**src/rtl/run_ctrl_if.sv**
```systemverilog
// run_ctrl_if: host RAM load/dump port of run_ctrl.
// master = host side (req/we/addr/wdata out; gnt/rdata/rvalid in); slave = run_ctrl.
interface run_ctrl_if #(
  parameter int ADDR_W = 8,
  parameter int DATA_W = 8
);
  logic              host_req;
  logic              host_we;
  logic [ADDR_W-1:0] host_addr;
  logic [DATA_W-1:0] host_wdata;
  logic              host_gnt;
  logic [DATA_W-1:0] host_rdata;
  logic              host_rvalid;

  modport master (
    output host_req, host_we, host_addr, host_wdata,
    input  host_gnt, host_rdata, host_rvalid
  );

  modport slave (
    input  host_req, host_we, host_addr, host_wdata,
    output host_gnt, host_rdata, host_rvalid
  );
endinterface

```
**src/rtl/run_ctrl.sv**
```systemverilog
// run_ctrl: launches a core run, arbitrates the shared data RAM between
// host (idle/done) and core (run), counts run cycles.
// Ports: clk, rst_n (sync, active low); go; host (run_ctrl_if.slave);
//   core_start/core_halt; core_mem_*; ram_* shared RAM port;
//   busy, done, instr_count, timeout status.
// Optional watchdog: define RUN_CTRL_CYCLE_LIMIT_EN.
module run_ctrl #(
  parameter int          ADDR_W      = 8,
  parameter int          DATA_W      = 8,
  parameter int          CNT_W       = 16,
  parameter int unsigned CYCLE_LIMIT = 16'hFFFF
) (
  input  logic              clk,
  input  logic              rst_n,
  input  logic              go,
  run_ctrl_if.slave         host,
  output logic              core_start,
  input  logic              core_halt,
  input  logic              core_mem_read,
  input  logic              core_mem_write,
  input  logic [ADDR_W-1:0] core_addr,
  input  logic [DATA_W-1:0] core_din,
  output logic              ram_read,
  output logic              ram_write,
  output logic [ADDR_W-1:0] ram_addr,
  output logic [DATA_W-1:0] ram_din,
  input  logic [DATA_W-1:0] ram_dout,
  output logic              busy,
  output logic              done,
  output logic [CNT_W-1:0]  instr_count,
  output logic              timeout
);

  typedef enum logic [1:0] {
    IDLE, START, RUN, DONE
  } state_e;

  state_e            state_q, state_d;
  logic [CNT_W-1:0]  cnt_q, cnt_d;
  logic [DATA_W-1:0] rdata_q, rdata_d;
  logic              rvalid_q, rvalid_d;
  logic              host_slot;
  logic              gnt;
  logic              hrd;
  logic              launch;
  logic              wd_hit;
  logic              core_own;

  assign host_slot = (state_q == IDLE) ||
                     (state_q == DONE);
  // go beats a simultaneous host request
  assign gnt    = rst_n & host.host_req &
                  host_slot & ~go;
  assign hrd    = gnt & ~host.host_we;
  assign launch = host_slot & go;

`ifdef RUN_CTRL_CYCLE_LIMIT_EN
  localparam logic [CNT_W-1:0] LIMIT =
    CNT_W'(CYCLE_LIMIT);

  logic to_q, to_d;

  assign wd_hit = (cnt_q == LIMIT);

  always_comb begin
    to_d = to_q;
    if (launch)
      to_d = 1'b0;
    else if (state_q == RUN && !core_halt && wd_hit)
      to_d = 1'b1;
  end

  always_ff @(posedge clk) begin
    if (!rst_n) to_q <= 1'b0;
    else        to_q <= to_d;
  end

  assign timeout = to_q;
`else
  logic unused_limit;

  assign unused_limit = ^CYCLE_LIMIT;
  assign wd_hit  = 1'b0;
  assign timeout = 1'b0;
`endif

  always_comb begin
    state_d = state_q;
    cnt_d   = cnt_q;
    unique case (state_q)
      IDLE, DONE: begin
        if (go) begin
          state_d = START;
          cnt_d   = '0;
        end
      end
      START: state_d = RUN;
      RUN: begin
        if (core_halt)
          state_d = DONE;
        else if (wd_hit)
          state_d = DONE;
        else if (cnt_q != '1)
          cnt_d = cnt_q + 1'b1;
      end
    endcase
  end

  assign rdata_d  = hrd ? ram_dout : rdata_q;
  assign rvalid_d = hrd;

  always_ff @(posedge clk) begin
    if (!rst_n) begin
      state_q  <= IDLE;
      cnt_q    <= '0;
      rdata_q  <= '0;
      rvalid_q <= 1'b0;
    end else begin
      state_q  <= state_d;
      cnt_q    <= cnt_d;
      rdata_q  <= rdata_d;
      rvalid_q <= rvalid_d;
    end
  end

  assign core_own = rst_n & (state_q == RUN);

  always_comb begin
    ram_read  = 1'b0;
    ram_write = 1'b0;
    ram_addr  = '0;
    ram_din   = '0;
    unique case (1'b1)
      core_own: begin
        ram_read  = core_mem_read;
        ram_write = core_mem_write;
        ram_addr  = core_addr;
        ram_din   = core_din;
      end
      gnt: begin
        ram_read  = ~host.host_we;
        ram_write = host.host_we;
        ram_addr  = host.host_addr;
        ram_din   = host.host_wdata;
      end
      default: ;
    endcase
  end

  assign core_start       = rst_n & (state_q == START);
  assign busy             = (state_q == START) ||
                            (state_q == RUN);
  assign done             = (state_q == DONE);
  assign instr_count      = cnt_q;
  assign host.host_gnt    = gnt;
  assign host.host_rdata  = rdata_q;
  assign host.host_rvalid = rvalid_q;

endmodule

```
**src/flat_wrapper.sv**
```systemverilog
// flat-port wrapper written by rule: the top's interface ports become plain ports
module run_ctrl_flat 
#(
  parameter int          ADDR_W      = 8,
  parameter int          DATA_W      = 8,
  parameter int          CNT_W       = 16,
  parameter int unsigned CYCLE_LIMIT = 16'hFFFF
)
  (clk, rst_n, go, core_start, core_halt, core_mem_read, core_mem_write, core_addr, core_din, ram_read, ram_write, ram_addr, ram_din, ram_dout, busy, done, instr_count, timeout, host_host_req, host_host_we, host_host_addr, host_host_wdata, host_host_gnt, host_host_rdata, host_host_rvalid);
  run_ctrl_if #(.ADDR_W(ADDR_W), .DATA_W(DATA_W)) host_i ();
  input  logic clk;
  input  logic rst_n;
  input  logic go;
  output logic core_start;
  input  logic core_halt;
  input  logic core_mem_read;
  input  logic core_mem_write;
  input  logic [ADDR_W-1:0] core_addr;
  input  logic [DATA_W-1:0] core_din;
  output logic ram_read;
  output logic ram_write;
  output logic [ADDR_W-1:0] ram_addr;
  output logic [DATA_W-1:0] ram_din;
  input  logic [DATA_W-1:0] ram_dout;
  output logic busy;
  output logic done;
  output logic [CNT_W-1:0] instr_count;
  output logic timeout;
  input wire logic [$bits(host_i.host_req)-1:0] host_host_req;
  input wire logic [$bits(host_i.host_we)-1:0] host_host_we;
  input wire logic [$bits(host_i.host_addr)-1:0] host_host_addr;
  input wire logic [$bits(host_i.host_wdata)-1:0] host_host_wdata;
  output wire logic [$bits(host_i.host_gnt)-1:0] host_host_gnt;
  output wire logic [$bits(host_i.host_rdata)-1:0] host_host_rdata;
  output wire logic [$bits(host_i.host_rvalid)-1:0] host_host_rvalid;
  assign host_i.host_req = host_host_req;
  assign host_i.host_we = host_host_we;
  assign host_i.host_addr = host_host_addr;
  assign host_i.host_wdata = host_host_wdata;
  assign host_host_gnt = host_i.host_gnt;
  assign host_host_rdata = host_i.host_rdata;
  assign host_host_rvalid = host_i.host_rvalid;
  run_ctrl #(.ADDR_W(ADDR_W), .DATA_W(DATA_W), .CNT_W(CNT_W), .CYCLE_LIMIT(CYCLE_LIMIT)) u_core (.clk(clk), .rst_n(rst_n), .go(go), .host(host_i), .core_start(core_start), .core_halt(core_halt), .core_mem_read(core_mem_read), .core_mem_write(core_mem_write), .core_addr(core_addr), .core_din(core_din), .ram_read(ram_read), .ram_write(ram_write), .ram_addr(ram_addr), .ram_din(ram_din), .ram_dout(ram_dout), .busy(busy), .done(done), .instr_count(instr_count), .timeout(timeout));
endmodule
```
**config.mk**
```make
export PLATFORM = sky130hd
export DESIGN_NAME = run_ctrl_flat
export DESIGN_NICKNAME = d
export VERILOG_FILES = /design/src/rtl/run_ctrl_if.sv /design/src/rtl/run_ctrl.sv /design/src/flat_wrapper.sv
export SDC_FILE = /design/constraint.sdc
export NUM_CORES = 1
export LEC_CHECK = 0
export ABC_AREA = 1
export BUFFER_PORTS_ARGS = -buffer_cell sky130_fd_sc_hd__buf_4
export CELL_PAD_IN_SITES_DETAIL_PLACEMENT = 0
export CELL_PAD_IN_SITES_GLOBAL_PLACEMENT = 1
export CORE_UTILIZATION = 31
export DETAILED_ROUTE_END_ITERATION = 10
export PLACE_DENSITY_LB_ADDON = 0.1
export SLEW_MARGIN = 10
export SYNTH_ARGS = -nofsm -noshare
export SYNTH_HDL_FRONTEND = slang
export SYNTH_SLANG_ARGS = --single-unit
```
**constraint.sdc**
```tcl
create_clock -name clk -period 5.1 [get_ports clk]
set_input_delay 1.02 -clock clk [delete_from_list [all_inputs] [get_ports clk]]
set_output_delay 1.02 -clock clk [all_outputs]
set_load 0.02 [all_outputs]
```
==> out/results.txt <==
Outcome: finished, final reports clean
Synth Register Bits: 27
Hold Vio Cnt, Final: 0
Seq pwr share: 0.308
Total power: 0.000772 W
EDFF count, synth: 0
Clock buffer depth: 2
CP required: 4080 ps
Starting Density: 0.326
Crit path DAT: 2330 ps
# IOs: 96
Commonest cells after routing, fill and taps aside: 94 x buf_4, 62 x nand2_1, 30 x nand3_1
Die width: 75.8 um
Layout fillers: 548
Top cells by area, synth: dfxtp_1 32%, nand2_1 14%, nand3_1 8.9%, a22o_1 8.3%, inv_1 5.8%
Cell taking the most area after synthesis: dfxtp_1
P_int: 0.000433 W
Vias per cell: 4.68
CTS resizes: 0
Post-synthesis sequential area ratio: 0.320
Met2 Track Usage GR: 0.286
DP HPWL: 3950 um
Vias post-DR: 1911
Post-place setup slack: 1730 ps
Post-synth top flop: dfxtp_1
Core Rows: 26
Die Ht: 75.8 um
Max frequency: 299 MHz
Final WS setup: 1750 ps
Clk slew on worst S/H paths: 100 ps
Clock network fraction of total power: 0.169
Yosys Warn Count: 0
Vias in the first global route: 1611
Post-synthesis cell type count: 33
Worst Tran Pin Value: 638 ps
Storage cell area: 541 um2
Period minus WS final: 3350 ps
Routed WL per cell: 12.7 um
Clk root buf: clkbuf_8
Clk Latency, worst-skew pair: 280 ps
# diodes: 0
Switching portion of total power: 0.439
Asr flop ratio synth: 0
Worst VDD drop: 0.000216 V
Nets: 391
Clock sink count: 27
Detail Route Antenna Nets: 0
WS Path Type: in -> out
Commonest non-fill, non-tap cell in the layout: buf_4
Met1 usage: 0.243
Die Area: 5740 um2
Clk_skew: 5.87 ps
Final wirelength: 5180 um
Gate power share: 0.523
RD Place Congestion: 0.786
IO buf count: 94
CTS buffer count: 3
Maxcap violations: 0
# Post-CTS Setup Buffers: 0
Pre-antenna DRT Iters: 4
Area Overhead vs Synth: 47.2%
Worst Path Max Fanout: 19
Hold buffers post-CTS: 0
Multi-input gate area: 985 um2
Number of H-tree levels: 1
Proportion of layout cells with a drive suffix above 1: 0.322
Setup_tns: 0 ps
RSZ-0062 raised after global routing: false
Drt drc: 0
Pwr per Cell Area: 311 nW/um2
Part of the cycle the worst path needs: 0.656
CP Capture Type: primary output
Syn nets: 301
Initial DRC Count: 82
Critical path launch point type: input port
Psw: 0.000339 W
Core area: 5170 um2
Yosys top cell area share: 0.320
Total gr overflow: 0
Syn Area/Cell: 6.78 um2
Setup violations, final: 0
GRT Total Usage: 0.174
Max Slew Vio Count: 0
Initial antenna violation count: 0
CTS tree: built
Met3 Use GR: 0.0278
Pin count of the biggest net entering global routing: 20
GRT busiest layer: met2
Global-route wire length before repair: 7640 um
Leakage Power: 1.13 nW
HP Class: reg -> reg
Cell Area, Synth: 1690 um2
Gate Count Post-Synth: 249
Max transition margin: 0.575
==> kinds of logic (layout without fill, tap and decap cells) <==
| group | count (synthesis) | count (layout) | share of synthesized area |
|---|---|---|---|
| AND/OR/NAND/NOR | 127 | 127 | 0.352 |
| AO/OA/AOI/OAI | 48 | 48 | 0.189 |
| buffers and inverters | 40 | 129 | 0.0964 |
| flip-flops | 27 | 27 | 0.320 |
| adder cells (fa/ha/maj) | 4 | 4 | 0.0297 |
| XOR/XNOR | 2 | 2 | 0.0104 |
| other | 1 | 1 | 0.00222 |
==> sequential cells by signal (all words and copies together) (netlist names) <==
| name | count |
|---|---|
| u_core.host.host_rvalid | 1 |
| u_core.state_q | 2 |
| u_core.host.host_rdata | 8 |
| u_core.instr_count | 16 |
==> layer usage <==
layer,vias up,share of wire,wire length [um]
met1,871,0.47,2430
met2,31,0.50,2600
met3,2,0.021,110
met4,0,0.0052,27
li1,1007,-,-
met5,-,0,0
==> Yosys cell counts, types with 2 or more instances <==
library cell,instances
a21oi_1,16
nand4_1,5
o21ai_1,6
dfxtp_1,27
nor2_1,19
ha_1,4
xor2_1,2
inv_2,3
inv_1,26
clkbuf_1,3
buf_2,3
a22o_1,16
buf_4,2
nand3_1,30
o21bai_1,3
o21ai_0,4
nand2_1,62
clkinv_1,2
nor2_4,2
==> power groups by stage <==
stage	clock [W]	combinational (W)	sequential (W)
after global routing	0.000144	0.000445	0.000240
after detailed placement	0	0.000410	0.000243
after CTS	0.000139	0.000410	0.000238
after floorplan	0	0.000270	0.000249
after global placement	0	0.000406	0.000243
final	0.000130	0.000404	0.000238
==> cell type report <==
type,instances,share of cell area
multi-input cells,182,0.396
repair buffers,94,0.284
flip-flops and latches,27,0.218
clock inverters,1,0.00352
clock buffers,3,0.0166
inverters,31,0.0468
well taps,70,0.0352
==> per-stage QoR <==
| step | hold WS [ps] | util | instances | cell area [um2] |
|---|---|---|---|---|
| 2_1_floorplan | 471 | - | 249 | 1690 |
| 3_3_place_gp | 453 | 0.471 | 404 | 2430 |
| 3_5_place_dp | 457 | 0.471 | 404 | 2430 |
| 4_1_cts | 474 | 0.480 | 408 | 2480 |
| 5_1_grt | 497 | 0.480 | 408 | 2480 |
| 6_report | 471 | 0.480 | 408 | 2480 |
==> critical path, cell delays in order <==
cell and delay, ps:
buf_4 120, nor2_4 160, inv_1 150, nor2_4 380
nand2_2 240, nand2_1 110, buf_4 140
==> path summary, 6_finish.rpt <==
kind                        startpoint                        end  slack, ps  cells past startpoint
min reg2reg  u_core.host.host_rdata[2]  u_core.host.host_rdata[2]        470                      2
max reg2reg          u_core.state_q[0]      u_core.instr_count[7]       2650                     10
max                                 go                   ram_read       1750                      7
min          u_core.host.host_rdata[2]  u_core.host.host_rdata[2]        470                      2
Note: power is estimated with default switching activity, not from simulation.
